<file path="config.mk">
export PLATFORM = sky130hd
export DESIGN_NAME = skid_buffer
export DESIGN_NICKNAME = d
export VERILOG_FILES = /design/src/rtl/skid_buffer.sv
export SDC_FILE = /design/constraint.sdc
export NUM_CORES = 1
export LEC_CHECK = 0
export BUFFER_PORTS_ARGS = -buffer_cell sky130_fd_sc_hd__buf_2
export CORE_MARGIN = 4
export CORE_UTILIZATION = 43
export CTS_BUF_LIST = sky130_fd_sc_hd__clkbuf_2
export DETAILED_ROUTE_END_ITERATION = 8
export PLACE_DENSITY_LB_ADDON = 0.25
export REMOVE_ABC_BUFFERS = 1
export SYNTH_ARGS = -nofsm -noshare
export SYNTH_HDL_FRONTEND = slang
export SYNTH_SLANG_ARGS = --single-unit
</file>
<file path="constraint.sdc">
create_clock -name clk -period 1.97 [get_ports clk]
set_input_delay 0.2955 -clock clk [delete_from_list [all_inputs] [get_ports clk]]
set_output_delay 0.2955 -clock clk [all_outputs]
set_load 0.03 [all_outputs]
</file>
<file path="src/rtl/skid_buffer.sv">
// Two-entry ready/valid slice: every handshake output comes straight from a flop,
// so deq_ready never reaches enq_ready combinationally, and throughput stays at one word per cycle.
module skid_buffer #(
  parameter int unsigned DATA_WIDTH = 32
) (
  input  logic                  clk,
  input  logic                  rst_aH,
  output logic                  enq_ready,
  input  logic                  enq_valid,
  input  logic [DATA_WIDTH-1:0] enq_data,
  input  logic                  deq_ready,
  output logic                  deq_valid,
  output logic [DATA_WIDTH-1:0] deq_data,
  input  logic                  init,
  input  logic [1:0]            init_state,
  input  logic [DATA_WIDTH-1:0] init_main_reg_state,
  input  logic [DATA_WIDTH-1:0] init_skid_reg_state,
  output logic [1:0]            current_state,
  output logic [DATA_WIDTH-1:0] current_main_reg_state,
  output logic [DATA_WIDTH-1:0] current_skid_reg_state
);

  typedef enum logic [1:0] {
    EMPTY   = 2'b00,
    BUSY    = 2'b01,
    FULL    = 2'b10,
    ILLEGAL = 2'b11
  } state_e;

  state_e                state_q, state_d;
  logic [DATA_WIDTH-1:0] main_q, main_d;
  logic [DATA_WIDTH-1:0] skid_q, skid_d;
  logic                  enq_ready_q, enq_ready_d;
  logic                  deq_valid_q, deq_valid_d;
  logic                  enq_c;
  logic                  deq_c;

  // Handshakes qualified by the registered ready/valid copies of the current state.
  assign enq_c = enq_ready_q & enq_valid;
  assign deq_c = deq_valid_q & deq_ready;

  // Next state and register contents; handshake flags are pre-decoded from the next state.
  always_comb begin
    state_d = state_q;
    main_d  = main_q;
    skid_d  = skid_q;
    if (init) begin
      state_d = state_e'(init_state);
      main_d  = init_main_reg_state;
      skid_d  = init_skid_reg_state;
    end else begin
      case (state_q)
        EMPTY: begin
          if (enq_c) begin
            state_d = BUSY;
            main_d  = enq_data;
          end
        end
        BUSY: begin
          if (enq_c && deq_c) begin
            main_d = enq_data;
          end else if (enq_c) begin
            state_d = FULL;
            skid_d  = enq_data;
          end else if (deq_c) begin
            state_d = EMPTY;
          end
        end
        FULL: begin
          if (deq_c) begin
            state_d = BUSY;
            main_d  = skid_q;
          end
        end
        default: begin
          // Unreachable encoding: recover to EMPTY and drop anything offered.
          state_d = EMPTY;
        end
      endcase
    end
    enq_ready_d = (state_d != FULL);
    deq_valid_d = (state_d == BUSY) || (state_d == FULL);
  end

  // State, data and handshake flops with asynchronous clear.
  always_ff @(posedge clk or posedge rst_aH) begin
    if (rst_aH) begin
      state_q     <= EMPTY;
      main_q      <= '0;
      skid_q      <= '0;
      enq_ready_q <= 1'b1;
      deq_valid_q <= 1'b0;
    end else begin
      state_q     <= state_d;
      main_q      <= main_d;
      skid_q      <= skid_d;
      enq_ready_q <= enq_ready_d;
      deq_valid_q <= deq_valid_d;
    end
  end

  assign enq_ready              = enq_ready_q;
  assign deq_valid              = deq_valid_q;
  assign deq_data               = main_q;
  assign current_state          = 2'(state_q);
  assign current_main_reg_state = main_q;
  assign current_skid_reg_state = skid_q;

endmodule

</file>
==> results of run 1 <==
power breakdown:
part	switching (W)	total, W	internal (W)
clock	0.000488	0.000786	0.000298
sequential	0.000168	0.00175	0.00158
combinational	0.00114	0.00191	0.000769
total	0.00180	0.00444	0.00265
worst max-delay path, stage by stage (launching register included):
cell	delay, ps
dfrtp_1	520
nand2b_2	210
buf_12	200
mux2_2	370
mux2i_1	220
o21ai_1	100
stage by stage:
stage	util, %	setup TNS, ps	total power [W]	setup slack [ps]
after global routing	63.0	0	0.00469	106
after detailed placement	54.6	0	0.00359	283
after floorplan	-	-23270	0.00295	-803
after CTS	63.0	0	0.00449	250
after global placement	54.6	0	0.00356	324
final	63.0	0	0.00444	232
cell usage in the layout (no fill, tap or decap), types with 2 or more instances in the layout:
| cell | n |
|---|---|
| inv_1 | 2 |
| o21ai_0 | 19 |
| dlygate4sd3_1 | 65 |
| dfrtp_1 | 67 |
| clkbuf_2 | 12 |
| nand2_1 | 68 |
| mux2_2 | 3 |
| buf_2 | 201 |
| buf_12 | 6 |
| o21ai_1 | 45 |
| buf_4 | 4 |
| mux2_4 | 29 |
| a21o_1 | 2 |
| mux2i_1 | 64 |
path summary, 6_finish.rpt:
path                                            start                          to  slack [ps]  cells after the start
max reg2reg                          current_state[0]  current_main_reg_state[11]         230                      5
max in group asynchronous                      rst_aH                   enq_ready        1190                      4
max                                  current_state[0]  current_main_reg_state[11]         230                      5
min reg2reg                current_main_reg_state[31]  current_main_reg_state[31]         590                      2
min                            init_skid_reg_state[2]   current_skid_reg_state[2]          80                      3
min in group asynchronous                      rst_aH  current_skid_reg_state[26]         380                      4
area by class of cell:
class | instances | area [sq um] | area share (%)
multi-input cells | 244 | 1850 | 33.0
repair buffers | 276 | 1810 | 32.2
flip-flops and latches | 68 | 1700 | 30.4
well taps | 108 | 135 | 2.41
clock buffers | 12 | 60.1 | 1.07
clock inverters | 3 | 38.8 | 0.692
inverters | 3 | 11.3 | 0.201
kinds of logic (layout without fill, tap and decap cells):
group	count (synthesis)	after routing	share of synthesized area, %
and+or+nand+nor	76	76	8.43
adders and majority gates	1	1	0.312
AOI/OAI and AO/OA	71	71	9.65
DFF	68	68	42.5
muxes	96	96	27.7
buffers and inverters	60	294	11.4
synthesized netlist by cell type:
library cell	instances
a21oi_1	1
o31ai_1	1
dfrtp_1	67
ha_1	1
mux2_4	29
nand4b_1	1
nand3_4	1
buf_2	1
a21o_1	2
buf_4	32
clkbuf_1	14
a221oi_1	1
buf_8	9
o31a_1	1
inv_1	3
buf_6	1
nand2b_1	2
o211ai_4	1
and3b_2	1
nand3_1	1
o21ai_0	19
nand4_2	1
mux2_2	3
mux2i_1	64
nand4bb_2	1
dfstp_2	1
nand2_1	68
o21ai_1	45
state kept, by name (all words and copies together), names as in the netlist:
register	cells
current_state	2
deq_valid	1
current_main_reg_state	32
current_skid_reg_state	32
enq_ready	1
routing by layer:
metal / up-vias / GRT usage [%] / wire length [microns]
li1: 1717 / - / -
met1: 1674 / 25.1 / 4770
met2: 161 / 33.3 / 5270
met3: 10 / 6.52 / 899
met4: 0 / 5.70 / 125
met5: - / 0 / 0
repair_timing:
action,4_1_cts,5_1_grt
endpoints found under the setup margin,0,0
endpoints found under the hold margin,131,0
hold buffers,65,0
==> summary.md, run 1 <==
| Metric | Value |
|---|---|
| Status | finished clean |
| Final worst path period share | roughly nine tenths |
| Final nets | just over 700 |
| Yosys top cell area share | 41.9% |
| Min-Delay Path Class | in -> reg |
| Power per Cell Area | 793 nW/um^2 |
| WL per Instance | 15.5 microns |
| Max IR drop VDD | roughly 0.4 mV |
| Max H-tree Level | 3 |
| Total grt overflow | 0 |
| Clock tree buffer depth | 2 |
| Max transition margin | about three quarters |
| WL final | 11100 microns |
| YS warnings | 0 |
| Clock root buffer | clkbuf_2 |
| Filler cells | just over 700 |
| Crit-path max FO | 20 |
| Setup CP Type | reg -> reg |
| Post-CTS setup repair buffer count | 0 |
| CTS Buf Count | 9 |
| Post-Synthesis Cells | between 300 and 400 |
| Mean Syn Cell Area | around 11 sq um |
| Post-synth cell types | 28 |
| CTS sink cnt | 68 |
| Inst Count DP | 634 |
| #FFs+latches synth | 68 |
| Fin cells | between 700 and 800 |
| First-pass GRT wire length | approximately 18000 microns |
| Final Hold Fails | 0 |
| Post-DP HPWL | 7410 microns |
| Final setup skew | between 20 and 30 ps |
| Die Area | between 10000 and 15000 sq um |
| Unrepaired setup endpoints after global routing | no |
| Worst hold slack | about 80 ps |
| Worst-Margin Slew | between 300 and 400 ps |
| DRT iter0 DRCs | 159 |
| First-pass DRT Iterations | 4 |
| Initial Utilization | 45.0% |
| Via count | 3562 |
| Largest area contributor in the netlist | dfrtp_1 |
| Number of buffers added on ports | roughly 200 |
| GP Congestion | approximately 0.8 |
| Max Cap Violations | 0 |
| DIE HEIGHT | roughly 100 microns |
| Initial antenna violation count | 0 |
| Critical path required time | 2340 ps |
| Synth area leaders | dfrtp_1, mux2i_1, mux2_4 |
| Area growth syn-to-layout | 39.9% |
| Min Tclk post-route | around 1700 ps |
| CTS tree | yes |
| Worst setup EP type | flop |
| GRT Util Overall | 20.1% |
| FMAX | roughly 0.58 GHz |
| P_leak | 3.06 nW |
| Setup Viol. Count Final | 0 |
| CTS resizes | 0 |
| Via-to-Cell Ratio | ~5 |
| Post-route DRC | 0 |
| Share of cells above drive strength 1 | between 40% and 50% |
| Final slew viol count | 0 |
| Startpoint types | flop |
| Sequential area share after synthesis | 42.5% |
| Antenna Cells | 0 |
| Placed instance area | 4850 sq um |
| Synthesized area | ~4000 sq um |
| Worst-skew pair later-pin latency | around 490 ps |
| DRT antenna net count | 0 |
| Worst-path clk slew | between 150 and 200 ps |
| # rows | 34 |
| Core box area | ~9000 sq um |
| Die Span X | about 100 microns |
| Largest net degree at the start of global routing | 81 |
| Final instance area | 5600 sq um |
| Vias in the first global route | roughly 3600 |
| Crit path arrival time | around 2100 ps |
| # IOs | about 200 |
(Power assumes the default switching activity.)
==> run 2, diff against run 1 <==
--- a/config.mk
+++ b/config.mk
@@ -6,7 +6,8 @@
 export NUM_CORES = 1
 export LEC_CHECK = 0
 export BUFFER_PORTS_ARGS = -buffer_cell sky130_fd_sc_hd__buf_2
-export CORE_MARGIN = 4
+export CAP_MARGIN = 30
+export CORE_MARGIN = 2
 export CORE_UTILIZATION = 43
 export CTS_BUF_LIST = sky130_fd_sc_hd__clkbuf_2
 export DETAILED_ROUTE_END_ITERATION = 8
==> run 2 against run 1 <==
Effect of this change:
- utilization shrank 3.3 points
- sequential share of layout area rose by 0.77 points
- register-to-register slack is essentially flat
- clock skew down 6.8 ps
- flip-flop and latch count unchanged
- first-iteration DRC count down 47%
- maximum frequency is 0.38% lower
- global-route usage fell by 0.19 points
- clock power decreased by 20%
- final area is 2.5% lower
==> summary.md, run 2 (synthesis gave the netlist of run 1 again) <==
| Metric | Value |
|---|---|
| Status | finished clean |
| Setup Viol. Count Final | 0 |
| Unrepaired setup endpoints after global routing | no |
| Final setup skew | between 20 and 25 ps |
| Hold EP | current_main_reg_state[30] |
| Crit-path max FO | 12 |
| Setup WS post-layout | approximately 230 ps |
| Setup CP Type | reg -> reg |
| Post-CTS setup repair buffer count | 0 |
| GRT Util Overall | 19.9% |
| FF-to-FF Start | enq_ready |
| Reg2Reg Depth | 5 |
| Clock root buffer | clkbuf_2 |
| Die Span X | approximately 100 microns |
| WL final | ~10000 microns |
| Number of buffers added on ports | about 200 |
| Met3 wire len | 579 microns |
| Worst setup EP type | flop |
| Post-route DRC | 0 |
| Max Used Layer | met4 |
| Min-Delay Path Class | in -> reg |
| Final worst path period share | 88.5% |
| Initial Utilization | between 40 and 50% |
| Largest net degree at the start of global routing | between 70 and 80 |
| Via-to-Cell Ratio | a little under 5 |
| GP Congestion | approximately 0.78 |
| Hold Crit Start | init_main_reg_state[30] |
| Cell Chain, Critical Path | and3b_2 > nand3_4 > buf_12 > mux2i_1 > o21ai_0 |
| Share of cells above drive strength 1 | between 40% and 50% |
| Area of the multi-input gates | roughly 1800 sq um |
| DRT antenna net count | 0 |
| DIE HEIGHT | roughly 100 microns |
| Dpl ws | roughly 260 ps |
| Via count | around 3500 |
| Max Cap Violations | 0 |
| FMAX | 0.573 GHz |
| Pint | roughly 0.0025 W |
| CTS tree | yes |
| Initial antenna violation count | 0 |
| Worst-Margin Slew | 467 ps |
| Max H-tree Level | 3 |
| Crit path arrival time | between 2000 and 2500 ps |
| Most frequent cells in the layout | buf_2, nand2_1, dfrtp_1 |
| Critical path required time | between 2000 and 2500 ps |
| Core box area | 9150 sq um |
| Combinational share of power | around 44% |
| First-pass GRT wire length | 16000 microns |
| Startpoint types | flop |
| Buffers plus inverters on the worst setup path | 1 |
| Register area | ~1700 sq um |
| Worst-path clk slew | around 180 ps |
| CTS Buf Count | 9 |
| # rows | 35 |
| Max stage delay cell, worst path | dfstp_2 |
| Final Hold Fails | 0 |
| Sequential power share | 41.0% |
| Min Tclk post-route | ~1700 ps |
| Area growth syn-to-layout | 36.5% |
| Max transition margin | 68.8% |
| P_leak | between 2 and 3 nW |
| Clock share of power | about 15% |
| Max IR drop VDD | 0.353 mV |
| Final slew viol count | 0 |
| Final nets | between 600 and 700 |
| Psw | roughly 0.0018 W |
| Sw Ratio | 41.6% |
| DRT iter0 DRCs | between 80 and 90 |
| Filler cells | 808 |
| Worst hold slack | around 55 ps |
| # IOs | slightly above 200 |
| Clock tree buffer depth | 2 |
| Met1 Wirelength | ~4400 microns |
| Vias in the first global route | ~3500 |
| Die Area | 10100 sq um |
| Most common cell after layout, fill and taps aside | buf_2 |
| WL per Instance | 14.2 microns |
| Hold path cells | 3 |
| CTS sink cnt | about 70 |
| Slowest stage delay, CP | 610 ps |
| First-pass DRT Iterations | 4 |
| DR WL met2 | roughly 4900 microns |
| Total grt overflow | 0 |
| Power per Cell Area | 777 nW/um^2 |
| Post-DP HPWL | 6890 microns |
| Delay-heaviest family, CP | flip-flops |
| FF-to-FF setup slack | ~230 ps |
| FF-to-FF End | current_skid_reg_state[12] |
| Antenna Cells | 0 |
| Worst-skew pair later-pin latency | between 400 and 500 ps |
## run 2: cell types whose count changed in the layout (fill, tap and decap cells not counted)
| cell | before | now |
|---|---|---|
| clkinv_2 | 1 | 3 |
| dlygate4sd3_1 | 65 | 55 |
| bufinv_16 | 1 | 0 |
| buf_12 | 6 | 5 |
| buf_4 | 4 | 5 |
| clkbuf_2 | 12 | 10 |
## run 2: repair_timing
action                                 CTS  global route
endpoints found under the hold margin  121             0
hold buffers                            55             0
resized for setup                        0             0
## run 2: how the worst max path moves through the flow
stage / from / end / slack [ps] / depth (start not counted)
final: enq_ready / current_skid_reg_state[12] / 230 / 5
after global placement: enq_ready / current_main_reg_state[12] / 300 / 5
after detailed placement: enq_ready / current_main_reg_state[12] / 260 / 5
after CTS: enq_ready / deq_valid / 230 / 6
after global routing: enq_ready / deq_valid / 140 / 6
after floorplan: current_state[0] / deq_valid / -800 / 5
## run 2: metal layers
| metal | track usage (%) | vias up |
|---|---|---|
| met5 | 0 | - |
| met1 | 24.9 | 1646 |
| li1 | - | 1692 |
| met3 | 3.33 | 11 |
| met2 | 34.9 | 135 |
| met4 | 6.53 | 0 |
## run 2: cell type report
type                    instances  share of cell area, %
clock buffers                  10                  0.916
multi-input cells             244                   33.8
clock inverters                 4                  0.343
repair buffers                266                   31.0
flip-flops and latches         68                   31.2
inverters                       3                  0.206
well taps                     111                   2.54
## run 2: worst reg2reg max path, stage by stage, from the launching register on
cell and delay, ps:
dfstp_2 610, and3b_2 230, nand3_4 260, buf_12 260, mux2i_1 170, o21ai_0 100
## run 2: power by group through the flow
| stage | sequential (W) | combinational [W] | clock [W] |
|---|---|---|---|
| global route | 0.00177 | 0.00200 | 0.000717 |
| floorplan | 0.00232 | 0.000636 | 0 |
| finish | 0.00174 | 0.00188 | 0.000630 |
| global placement | 0.00176 | 0.00179 | 0 |
| detailed placement | 0.00177 | 0.00180 | 0 |
| CTS | 0.00174 | 0.00189 | 0.000664 |
## run 2: stage by stage
stage	setup TNS (ps)	instances	total power, W	cell area [sq um]	util, %
global route	0	706	0.00449	5470	59.7
finish	0	706	0.00424	5470	59.7
CTS	0	706	0.00429	5470	59.7
detailed placement	0	637	0.00357	4850	52.9
floorplan	-23270	315	0.00295	3560	-
global placement	0	637	0.00354	4850	52.9
